==> src/rtl/wb_arb_pkg.sv <==
// Shared definitions for the two-master Wishbone arbiter: the arbiter FSM
// state encoding and the Wishbone bus widths.
package wb_arb_pkg;

  localparam int ADR_W = 32;
  localparam int DAT_W = 32;
  localparam int SEL_W = 4;

  typedef enum logic [1:0] {
    IDLE = 2'd0,
    OWN0 = 2'd1,
    OWN1 = 2'd2
  } arb_state_t;

endpackage

==> src/rtl/wb_arbiter_2m1s.sv <==
// Two-master, one-slave pipelined Wishbone arbiter.  Ownership is granted
// per cyc frame, outstanding requests are counted so that only responses
// that belong to the current owner are forwarded, and stale slave acks
// (held while cyc is low) are dropped.
module wb_arbiter_2m1s
  import wb_arb_pkg::*;
#(
  parameter int PRIORITY_MODE   = 0,
  parameter int MAX_OUTSTANDING = 4,
  parameter int CNT_WIDTH       = 3
) (
  input  logic             wb_clk_i,
  input  logic             wb_rst_i,
  input  logic             m0_wb_cyc_i,
  input  logic             m0_wb_stb_i,
  input  logic             m0_wb_we_i,
  input  logic [ADR_W-1:0] m0_wb_adr_i,
  input  logic [DAT_W-1:0] m0_wb_dat_i,
  input  logic [SEL_W-1:0] m0_wb_sel_i,
  output logic             m0_wb_stall_o,
  output logic             m0_wb_ack_o,
  output logic             m0_wb_err_o,
  output logic [DAT_W-1:0] m0_wb_dat_o,
  input  logic             m1_wb_cyc_i,
  input  logic             m1_wb_stb_i,
  input  logic             m1_wb_we_i,
  input  logic [ADR_W-1:0] m1_wb_adr_i,
  input  logic [DAT_W-1:0] m1_wb_dat_i,
  input  logic [SEL_W-1:0] m1_wb_sel_i,
  output logic             m1_wb_stall_o,
  output logic             m1_wb_ack_o,
  output logic             m1_wb_err_o,
  output logic [DAT_W-1:0] m1_wb_dat_o,
  output logic             s_wb_cyc_o,
  output logic             s_wb_stb_o,
  output logic             s_wb_we_o,
  output logic [ADR_W-1:0] s_wb_adr_o,
  output logic [DAT_W-1:0] s_wb_dat_o,
  output logic [SEL_W-1:0] s_wb_sel_o,
  input  logic             s_wb_stall_i,
  input  logic             s_wb_ack_i,
  input  logic             s_wb_err_i,
  input  logic [DAT_W-1:0] s_wb_dat_i
);

  localparam logic [CNT_WIDTH-1:0] CNT_MAX = CNT_WIDTH'(MAX_OUTSTANDING);

  arb_state_t           state_q, state_d;
  logic [CNT_WIDTH-1:0] cnt_q, cnt_d;
  logic                 last_owner_q, last_owner_d;

  logic                 owned;
  logic                 own_sel;
  logic                 own_cyc, own_stb, own_we;
  logic [ADR_W-1:0]     own_adr;
  logic [DAT_W-1:0]     own_dat;
  logic [SEL_W-1:0]     own_sel_bytes;
  logic                 cnt_full;
  logic                 accept;
  logic                 resp;

  // Select the owning master's request and drive the slave and master sides
  always_comb begin
    owned         = (state_q != IDLE);
    own_sel       = (state_q == OWN1);
    own_cyc       = own_sel ? m1_wb_cyc_i : m0_wb_cyc_i;
    own_stb       = own_sel ? m1_wb_stb_i : m0_wb_stb_i;
    own_we        = own_sel ? m1_wb_we_i  : m0_wb_we_i;
    own_adr       = own_sel ? m1_wb_adr_i : m0_wb_adr_i;
    own_dat       = own_sel ? m1_wb_dat_i : m0_wb_dat_i;
    own_sel_bytes = own_sel ? m1_wb_sel_i : m0_wb_sel_i;
    cnt_full      = (cnt_q == CNT_MAX);

    s_wb_cyc_o = owned & own_cyc;
    s_wb_stb_o = owned & own_stb & (cnt_q < CNT_MAX);
    s_wb_we_o  = owned & own_we;
    s_wb_adr_o = owned ? own_adr       : '0;
    s_wb_dat_o = owned ? own_dat       : '0;
    s_wb_sel_o = owned ? own_sel_bytes : '0;

    accept = s_wb_stb_o & ~s_wb_stall_i;
    // A response only counts while something is outstanding; anything else
    // is a held-over ack from an earlier, already released frame.
    resp   = owned & (s_wb_ack_i | s_wb_err_i) & (cnt_q != '0) & ~wb_rst_i;

    m0_wb_stall_o = (state_q != OWN0) | s_wb_stall_i | cnt_full;
    m1_wb_stall_o = (state_q != OWN1) | s_wb_stall_i | cnt_full;
    m0_wb_ack_o   = (state_q == OWN0) & resp & s_wb_ack_i;
    m1_wb_ack_o   = (state_q == OWN1) & resp & s_wb_ack_i;
    m0_wb_err_o   = (state_q == OWN0) & resp & s_wb_err_i;
    m1_wb_err_o   = (state_q == OWN1) & resp & s_wb_err_i;
    m0_wb_dat_o   = s_wb_dat_i;
    m1_wb_dat_o   = s_wb_dat_i;
  end

  // Grant, release and outstanding-count bookkeeping
  always_comb begin
    state_d      = state_q;
    cnt_d        = cnt_q;
    last_owner_d = last_owner_q;
    case (state_q)
      IDLE: begin
        cnt_d = '0;
        if (m0_wb_cyc_i && m1_wb_cyc_i) begin
          state_d = ((PRIORITY_MODE != 0) || last_owner_q) ? OWN0 : OWN1;
        end else if (m0_wb_cyc_i) begin
          state_d = OWN0;
        end else if (m1_wb_cyc_i) begin
          state_d = OWN1;
        end
      end
      OWN0, OWN1: begin
        if (!own_cyc) begin
          // Release (possibly an abort): forget anything still in flight
          state_d      = IDLE;
          cnt_d        = '0;
          last_owner_d = own_sel;
        end else if (accept && !resp) begin
          cnt_d = cnt_q + 1'b1;
        end else if (resp && !accept) begin
          cnt_d = cnt_q - 1'b1;
        end
      end
      default: state_d = IDLE;
    endcase
  end

  // Control state registers
  always_ff @(posedge wb_clk_i) begin
    if (wb_rst_i) begin
      state_q      <= IDLE;
      cnt_q        <= '0;
      last_owner_q <= 1'b1;
    end else begin
      state_q      <= state_d;
      cnt_q        <= cnt_d;
      last_owner_q <= last_owner_d;
    end
  end

endmodule
==> config.mk <==
export PLATFORM = sky130hd
export DESIGN_NAME = wb_arbiter_2m1s
export DESIGN_NICKNAME = d
export VERILOG_FILES = /design/src/rtl/wb_arb_pkg.sv /design/src/rtl/wb_arbiter_2m1s.sv
export SDC_FILE = /design/constraint.sdc
export NUM_CORES = 1
export LEC_CHECK = 0
export BUFFER_PORTS_ARGS = -buffer_cell sky130_fd_sc_hd__buf_2
export CAP_MARGIN = 15
export CORE_AREA = 2 2 124 126
export DETAILED_ROUTE_END_ITERATION = 7
export DIE_AREA = 0 0 126 128
export GPL_TIMING_DRIVEN = 0
export SLEW_MARGIN = 20
export SYNTH_ARGS = -nofsm -noshare
export SYNTH_HDL_FRONTEND = slang
export SYNTH_SLANG_ARGS = --single-unit
==> constraint.sdc <==
create_clock -name wb_clk_i -period 3.5 [get_ports wb_clk_i]
set_clock_uncertainty 0.2 [all_clocks]
set_input_delay 0.525 -clock wb_clk_i [delete_from_list [all_inputs] [get_ports wb_clk_i]]
set_output_delay 0.525 -clock wb_clk_i [all_outputs]
set_load 0.005 [all_outputs]
==> flow_metrics.tcl <==
set metrics [dict create \
    grt_max_degree 11 \
    clk_latency_ns 0.23 \
    drc 0 \
    multiInputGateArea_sq_mm 0.001328 \
    nets 757 \
    whs_ns 0.3196 \
    slew_headroom_pct 51.12 \
    drv_slew 0 \
    synthToLayoutAreaGrowth_pct 85.77 \
    place.port_buffers 286 \
    worstMarginPinSlew_ns 0.7331 \
    synth_compound_area_share_pct 3.635 \
    p_per_area_mw_per_mm2 352.8 \
    final_common_cell "buf_2" \
    hpwl_mm 8.198 \
    drive_gt1_share_pct 63.51 \
    worst-path-max-fanout 10 \
    yosys_register_bits 6 \
    ctsResizeCount 0 \
    critPathBufInv 4 \
    grt_pass1_wl_mm 13.00 \
    cts_sinks 6 \
    drt_first_iter_violations 74 \
    cts_root_buf "clkbuf_16" \
    synthAdderAreaFrac_pct 4.067 \
    wire_per_inst_um 12.36 \
    first_pass_iters 4 \
    fmax_mhz 324.0 \
    p_total_mw 1.331 \
    crit_top_cell "clkbuf_1" \
    rsz0062_at_grt "no" \
    die_y_um 128 \
    synth_nets 466 \
    crit_path_end_kind "primary output" \
    yosys.area_share.xor_xnor_pct 0.4313 \
    vias_per_cell 3.751 \
    cpLargestDelayFamily "buffers and inverters" \
    antenna_cells 0 \
    numCtsBuffers 3 \
    post-route-period-util_pct 88.19 \
    ys_top_cells_by_area "mux2i_1, buf_4, nor2_1, dfxtp_1, ha_1" \
    ant_nets 0 \
    antenna_found_initial 0 \
    die_area_sq_mm 0.01613 \
    tns_ns 0 \
    yosysTopAreaCell "mux2i_1" \
    synth_area_sq_mm 0.002031 \
    place.gp.congestion 0.7871 \
    drt_wl_total_mm 9.371 \
    final_cell_mix "buf_2, mux2i_1, nor2_1" \
    cpPeakStageDelay_ns 0.63 \
    worstPathArrival_ns 2.36 \
    cp_slowest_cell "clkbuf_1" \
    path_cells "inv_1 > ha_1 > clkbuf_1 > clkbuf_1 > nor2_1 > buf_2" \
    netlist.area_leader.share_pct 35.49 \
    yosysUniqueCellTypes 29 \
    ctsHoldBuffers 0 \
    crit_type "reg -> out" \
    yosysSeqAreaShare_pct 5.915 \
    grt_overflow_total 0 \
    chipWidth_um 126 \
    muxShareOfSynthArea_pct 36.23 \
    clk_path_buf_depth 2 \
    yosys.area_share.simple_pct 21.01 \
    cts_tree "done" \
    htreeDepth 1 \
    grt.total_usage_pct 10.07 \
    cellLeakagePower_nw 2.148 \
    outcome "finished clean" \
    cts.clk_slew.worst_paths_ns 0.03 \
    vias 2843 \
    rows 45 \
    coreArea_sq_mm 0.01486 \
    syn_inst 281 \
    synth_top_family_by_area "multiplexers" \
    cap_viol_max_count 0 \
    initial_utilization_pct 13.66 \
    hp-class "reg -> reg" \
    n_fill_cell 1693 \
    io_pins 320 \
    cp_data_required_time_ns 2.77 \
    setup_viol 0 \
    register_area_sq_um 120.1 \
    cts_setup_buffers 0 \
    syn_area_per_cell_sq_um 7.227 \
    final_core_util_pct 25.38 \
    grt_pass1_vias 2559 \
    synth_warnings 0 \
    hold_viol 0 \
    startpoint_type "flip-flop" \
    fin_crit_ns 3.087 \
    irDropWorstVdd_mv 0.2355 \
]
[metal layers]
layer	routed length [um]	up-vias	track usage, %
met5	0	-	0
met4	19	0	0.6464
met3	630	2	1.169
met2	4898	151	19.32
met1	3822	1235	12.57
li1	-	1455	-
[final cells by class]
class                      instances  share of cell area [%]
buffer                            82                   14.86
clock buffer                       3                   1.990
inverter                           6                  0.5970
multi-input combinational        187                   35.19
sequential                         6                   3.184
tap                              188                   6.235
timing repair buffer             286                   37.94
[power breakdown]
part           internal, mW  total (mW)  switching, mW
logic                 0.506        1.06          0.550
clock network         0.147       0.184         0.0374
registers            0.0804      0.0912         0.0108
total                 0.733        1.33          0.598
[state kept, by name, summed over array words and instances, names as in the netlist]
| register | count |
|---|---|
| last_owner_q | 1 |
| state_q | 2 |
| cnt_q | 3 |
[worst register-to-register path: stages (launching register included)]
cell	delay (ns)
dfxtp_1	0.33
inv_1	0.10
ha_1	0.20
buf_2	0.36
mux2i_1	0.29
nor4_1	0.07
ha_1	0.25
fa_1	0.39
xor2_1	0.17
and4b_1	0.19
a221o_1	0.25
[cell usage after synthesis]
cell and number:
a21oi_1 2, nor4_1 1, nand4_1 1, dfxtp_1 6, a31oi_1 3, mux2i_1 72
a311oi_1 1, nor2_1 70, fa_1 1, nor3_1 4, xor2_1 1, o21ai_0 2
and4b_1 2, nor2b_1 4, buf_2 7, nand2_1 3, nor4b_1 1, a221o_1 1
and3_1 4, a32oi_1 1, ha_1 5, nand3b_1 1, nand4b_1 1, clkbuf_1 10
mux2_4 1, buf_4 65, inv_1 6, nand2b_1 4, o21bai_1 1
[logic make-up after synthesis]
kind of cell,after synthesis
AOI/OAI and AO/OA,11
buffers and inverters,88
xor gates and xnor gates,1
and+or+nand+nor,96
adders and majority gates,6
muxes,73
DFF,6
[through the flow]
stage | area (sq um) | worst slack (ns) | cells
6_report | 3772 | 0.4135 | 758
5_1_grt | 3772 | 0.09522 | 758
4_1_cts | 3772 | 0.1650 | 758
3_5_place_dp | 3697 | 0.4094 | 755
3_3_place_gp | 3697 | 0.4358 | 755
2_1_floorplan | 2031 | 0.8821 | 281
[path summary, 6_finish.rpt]
check / startpoint / end / slack [ns] / cells past startpoint
max reg2reg: state_q[0] / cnt_q[2] / 0.58 / 10
max: state_q[0] / s_wb_dat_o[26] / 0.41 / 6
min reg2reg: state_q[1] / state_q[1] / 0.32 / 2
min: state_q[1] / state_q[1] / 0.32 / 2
Note: power is estimated with default switching activity, not from simulation.
